### config.mk
export PLATFORM = sky130hd
export DESIGN_NAME = fpr_cdb_arbiter
export DESIGN_NICKNAME = d
export VERILOG_FILES = /design/src/rtl/fpr_cdb_arbiter.sv
export SDC_FILE = /design/constraint.sdc
export NUM_CORES = 1
export LEC_CHECK = 0
export BUFFER_PORTS_ARGS = -buffer_cell sky130_fd_sc_hd__clkbuf_2
export CORE_MARGIN = 3
export CORE_UTILIZATION = 40
export DETAILED_ROUTE_END_ITERATION = 8
export PLACE_DENSITY = 0.78
export SKIP_CTS_REPAIR_TIMING = 1
export SYNTH_ARGS = -nofsm -noshare
export SYNTH_HDL_FRONTEND = slang
export SYNTH_SLANG_ARGS = --single-unit
export TNS_END_PERCENT = 50
### constraint.sdc
create_clock -name clk -period 2.4 [get_ports clk]
set_clock_uncertainty 0.05 [all_clocks]
set_input_delay 0.24 -clock clk [delete_from_list [all_inputs] [get_ports clk]]
set_output_delay 0.24 -clock clk [all_outputs]
set_load 0.01 [all_outputs]
### src/rtl/fpr_cdb_arbiter.sv
// Round-robin responder for the FPR common data bus: grants one FP unit result per
// cycle and registers the winner's tag/data onto the CDB one cycle later.
module fpr_cdb_arbiter #(
    parameter int N_REQ     = 4,
    parameter int ROB_WIDTH = 6
) (
    input  logic                       clk,
    input  logic                       reset,
    input  logic [N_REQ-1:0]           req_valid,
    input  logic [N_REQ*ROB_WIDTH-1:0] req_tag,
    input  logic [N_REQ*32-1:0]        req_data,
    output logic [N_REQ-1:0]           req_ready,
    output logic                       cdb_valid,
    output logic [ROB_WIDTH-1:0]       cdb_tag,
    output logic [31:0]                cdb_data
);

    localparam int unsigned   NR   = N_REQ;
    localparam int            PW   = (N_REQ > 1) ? $clog2(N_REQ) : 1;
    localparam logic [PW-1:0] LAST = PW'(N_REQ - 1);

    logic [PW-1:0]        ptr;
    logic [PW-1:0]        ptr_next;
    logic [PW-1:0]        grant_idx;
    logic [PW-1:0]        cand;
    logic                 grant;
    int unsigned          pos;
    logic [ROB_WIDTH-1:0] tag_arr  [N_REQ];
    logic [31:0]          data_arr [N_REQ];

    for (genvar g = 0; g < N_REQ; g++) begin : g_unpack
        assign tag_arr[g]  = req_tag[g*ROB_WIDTH +: ROB_WIDTH];
        assign data_arr[g] = req_data[g*32 +: 32];
    end

    // Scan ptr, ptr+1, ... with an explicit wrap so non-power-of-two N_REQ works.
    always_comb begin
        grant     = 1'b0;
        grant_idx = '0;
        cand      = '0;
        pos       = 0;
        for (int unsigned k = 0; k < NR; k++) begin
            pos = 32'(ptr) + k;
            if (pos >= NR) begin
                pos = pos - NR;
            end
            cand = PW'(pos);
            if (!grant && req_valid[cand]) begin
                grant     = 1'b1;
                grant_idx = cand;
            end
        end
        if (reset) begin
            grant = 1'b0;
        end
    end

    always_comb begin
        req_ready = '0;
        if (grant) begin
            req_ready[grant_idx] = 1'b1;
        end
    end

    always_comb begin
        ptr_next = (grant_idx == LAST) ? '0 : grant_idx + 1'b1;
    end

    always_ff @(posedge clk) begin
        if (reset) begin
            ptr       <= '0;
            cdb_valid <= 1'b0;
            cdb_tag   <= '0;
            cdb_data  <= '0;
        end else begin
            cdb_valid <= grant;
            if (grant) begin
                ptr      <= ptr_next;
                cdb_tag  <= tag_arr[grant_idx];
                cdb_data <= data_arr[grant_idx];
            end
        end
    end

    always_ff @(posedge clk) begin
        if (!reset) begin
            assert ($onehot0(req_ready));
            assert ((req_ready & ~req_valid) == '0);
        end
    end

endmodule

After elaboration in Yosys (flattened, before gate mapping) --
Index checks and enable logic that the tools add are counted.
Word-level totals: bits in latches 0, memories 0, output and inout bits 43, bits in read-only memories 0, register bits after elaboration 41, input port bits 158, memory bits (writable) 0, logic and storage cells 63
Cells by class: bitwise operators 1, $mul 0, order comparisons 11, divide/modulo/power cells 0, shift operators 0, mux-type cells 31, reduce and logical (&&, ||, !) cells 7, equality and inequality tests 1, $add $sub $neg 8
Operator list (number):
- $bmux 32 s2 | 1
- $mux 32 | 2
- $mux 2 | 9
- $lt 2x3->1 const B | 5
- $bmux 6 s2 | 1
- $ge 3x3->1 const B | 4
- $mux 6 | 2
- $mux 1 | 10
- $bmux 1 s2 | 4
- $sub 2x1->2 const B | 4
- $add 2x2->3 const B | 2
- $logic_and 1x1->1 | 4
- $mux 4 | 1
- $add 2x1->3 const B | 1
- $ge 2x3->1 const B | 1
- $logic_not 1->1 | 3
- $not 2->3 | 1
- $add 2x1->2 const B | 1
- $demux 1 s2 | 1
- $eq 2x2->1 const B | 1
- $ge 2x1->1 const B | 1

Logic depth before layout (Yosys ltp) --
word-level depth 19, mapped depth 7, gate-level depth less buffers 5

Worst setup path after synthesis --
Ideal clock, no wire load.
path kind reg2out, start register ptr[0], end output port req_ready[0], data arrival time 1.431 ns, data required time 2.110 ns, buffers on the path 2, slack 0.679 ns, cell stages (with the launch flop) 8, cell sequence dfxtp_1 -> and2b_1 -> o21bai_1 -> o31a_1 -> nand2b_1 -> buf_2 -> buf_6 -> nor2_1
Between the ends: word-level cells in the longest chain between the ends 19, elaborated cells on any way between the ends 44, those cells by class add/sub (7); order compare (6); mux (24); reduce/logical (7)
RTL lines:
- start, declared | line 22 | logic [PW-1:0] ptr;
- start signal, assigned | line 78 | ptr <= ptr_next;
- branches (longest 18 deep; another with $add 2x1->3)
- $mux 4 (*) | line 60 | if (grant) begin
- end, declared | line 12 | output logic [N_REQ-1:0] req_ready,
Every way passes the cells marked *. The select of a mux whose other input is x is not followed.

Worst setup path in the final report --
start register ptr[0], end output port req_ready[2]
The elaborated chain is that of the path after synthesis.

==> metrics.csv <==
metric,value,unit
path_clk_slew,0.08,ns
cts_root_buffer,clkbuf_8,
crit_chain,"and2b_1, or4_1, buf_6, nand2_4, nor2_1, clkbuf_2",
ys_seq_elements,41,
drive_gt1_share,51.3,%
hold_viol_final,0,
endpoint_kind,output pin,
timing.hold.ws,0.184,ns
viasPerCell,5.33,
ir_worst_vdd,335,uV
clock_path_buffers,2,
syn_area,2850,um^2
tns,0,ns
synth-xor-area-share,0.308,%
h-tree-depth,2,
hold_class,in2reg,
max_freq,440,MHz
synth_compound_area_share,32.2,%
critPathMaxStageDelay,0.54,ns
rows,30,
min_period_over_period,94.6,%
synth.distinct_cells,37,
slew-limit-headroom,36.2,%
grt_setup_unrepaired,false,
slew_violations,0,
fp.coreArea,6830,um^2
hold_depth,2,
yosys.area_share.simple,17.1,%
io_buffers,200,
reg2reg_from,ptr[1],
yosys-mux-area-fraction,15.1,%
cts_buffers,5,
synth.avg_cell_area,8.93,um^2
dieArea,8170,um^2
hold_path_end,ptr[1],
cp_max_fo,18,
finalCriticalPeriod,2.27,ns
maxCapViolCount,0,
r2r_cells,5,
drc,0,
clock-sinks,41,
required,2.11,ns
gp_congestion,0.815,
reg2reg_to,cdb_data[11],
n_antenna_cell,0,
first_iter_violations,128,
clkLatencyLatePin,0.29,ns
setup_viol,0,
syn_to_final_growth,42.0,%
wl_met2,5130,um
die_w,90.4,um
grt_pass1_vias,3401,
wl,9900,um
worst_setup_path_start_kind,register,
postRouteAntennaNets,0,
grt_max_degree,34,
start_util,41.7,%
p_per_area,661,nW/um^2
ys_warn_count,0,
synth_top_family_by_area,compound AO/OA/AOI/OAI gates,
top_layer,met4,
antenna_found_initial,0,
leakage,2.10,nW
crit_type,reg2out,
tightest_slew,0.955,ns
yosysSeqAreaShare,28.8,%
arrival,1.98,ns
met3WireLength,694,um
hpwl,7470,um
routedWlPerCell,16.3,um
syn_inst,319,
grt_pass1_wl,15900,um
cts_tree,built,
nets,671,
slowest_stage,or4_1,
grt_usage,23.4,%
critPathLaunch,ptr[0],
die_h,90.4,um
pin_count,201,
synthesis.nets,477,
status,finished clean,
hp-start,reset,
ff2ff_setup_slack,0.35,ns
first_pass_iters,6,
vias,3248,
wl_met1,3930,um
synthAdderAreaFrac,0,%
grt_overflow,0,
cell usage after synthesis:
cell type / instances / share of area, %
a211o_1: 1 / 0.31
a211oi_2: 1 / 0.44
a21boi_1: 1 / 0.26
a21o_1: 33 / 8.7
a21oi_1: 1 / 0.18
and2b_1: 1 / 0.26
buf_1: 2 / 0.26
buf_2: 7 / 1.2
buf_4: 5 / 1.3
buf_6: 6 / 2.4
clkbuf_1: 9 / 1.2
dfxtp_1: 41 / 29
inv_1: 1 / 0.13
mux2i_1: 43 / 15
nand2_1: 35 / 4.6
nand2_2: 1 / 0.22
nand2_4: 1 / 0.40
nand2b_1: 1 / 0.22
nand3_1: 33 / 5.8
nand3b_1: 5 / 1.3
nor2_1: 4 / 0.53
nor2_2: 2 / 0.44
nor2_4: 1 / 0.40
nor2b_1: 3 / 0.66
nor2b_2: 1 / 0.31
nor3_1: 1 / 0.18
nor4_4: 2 / 1.5
o211ai_1: 5 / 1.3
o211ai_2: 28 / 12
o21ai_0: 33 / 5.8
o21ai_1: 1 / 0.18
o21bai_1: 1 / 0.26
o221ai_1: 5 / 1.5
o311ai_2: 1 / 0.57
o31a_1: 1 / 0.31
or4_1: 1 / 0.26
xnor2_1: 1 / 0.31
critical path: cells and delay by family (launching register included):
| kind | cells | cell delay [ns] |
|---|---|---|
| AND/OR/NAND/NOR | 4 | 0.95 |
| flip-flops | 1 | 0.37 |
| buffers and inverters | 2 | 0.36 |
area by class of cell:
type	instances	area (um^2)
flip-flops and latches	41	821
clock buffers	7	86.3
repair buffers	215	1130
inverters	1	3.75
fillers	630	2790
well taps	96	120
multi-input cells	249	1880
power breakdown:
part	total (mW)	internal (mW)	switching, mW
sequential	0.922	0.833	0.0894
combinational	1.29	0.585	0.701
clock	0.466	0.229	0.237
registers in the layout, indices dropped and copies added (netlist names):
register   count
cdb_data      32
cdb_tag        6
cdb_valid      1
ptr            2
how the worst max path moves through the flow:
stage                     slack (ns)            to  cells after the start
after floorplan                 0.68  req_ready[0]                      7
after global placement          0.21  cdb_data[28]                      7
after detailed placement        0.15   cdb_data[8]                      7
after CTS                       0.07  req_ready[2]                      6
after global routing            0.03  req_ready[2]                      6
final                           0.13  req_ready[2]                      6
cell families (layout without fill, tap and decap cells):
family,count (synthesis),in the layout
DFF,41,41
buffers and inverters,30,223
muxes,43,43
xor gates and xnor gates,1,1
and+or+nand+nor,92,92
AOI/OAI and AO/OA,112,113
cell usage in the layout, fill, tap and decap left out, types with 2 or more instances in the layout:
| cell type | count |
|---|---|
| o21ai_0 | 33 |
| nor2b_1 | 2 |
| nor2_1 | 4 |
| buf_4 | 13 |
| nor2b_2 | 2 |
| clkbuf_2 | 200 |
| mux2i_1 | 43 |
| nor4_4 | 2 |
| nand3_1 | 33 |
| o211ai_2 | 28 |
| o221ai_1 | 5 |
| clkbuf_8 | 6 |
| a21o_1 | 33 |
| nor2_2 | 2 |
| dfxtp_1 | 41 |
| nand3b_1 | 5 |
| o211ai_1 | 5 |
| nand2_1 | 35 |
per-layer routing:
metal  track usage [%]  up-vias
met5                 0        -
met4              7.91        0
met3              5.08       16
met2              44.0      153
met1              25.9     1510
li1                  -     1569
metrics by stage:
stage	area (um^2)	util, %	std cells	total power, mW	setup slack (ns)
after floorplan	2850	-	319	1.76	0.679
after global placement	3940	57.6	601	2.18	0.213
after detailed placement	3940	57.6	601	2.21	0.146
after CTS	4020	58.9	608	2.69	0.0680
after global routing	4050	59.2	609	2.85	0.0263
final	4050	59.2	609	2.67	0.129
(Power assumes the default switching activity.)
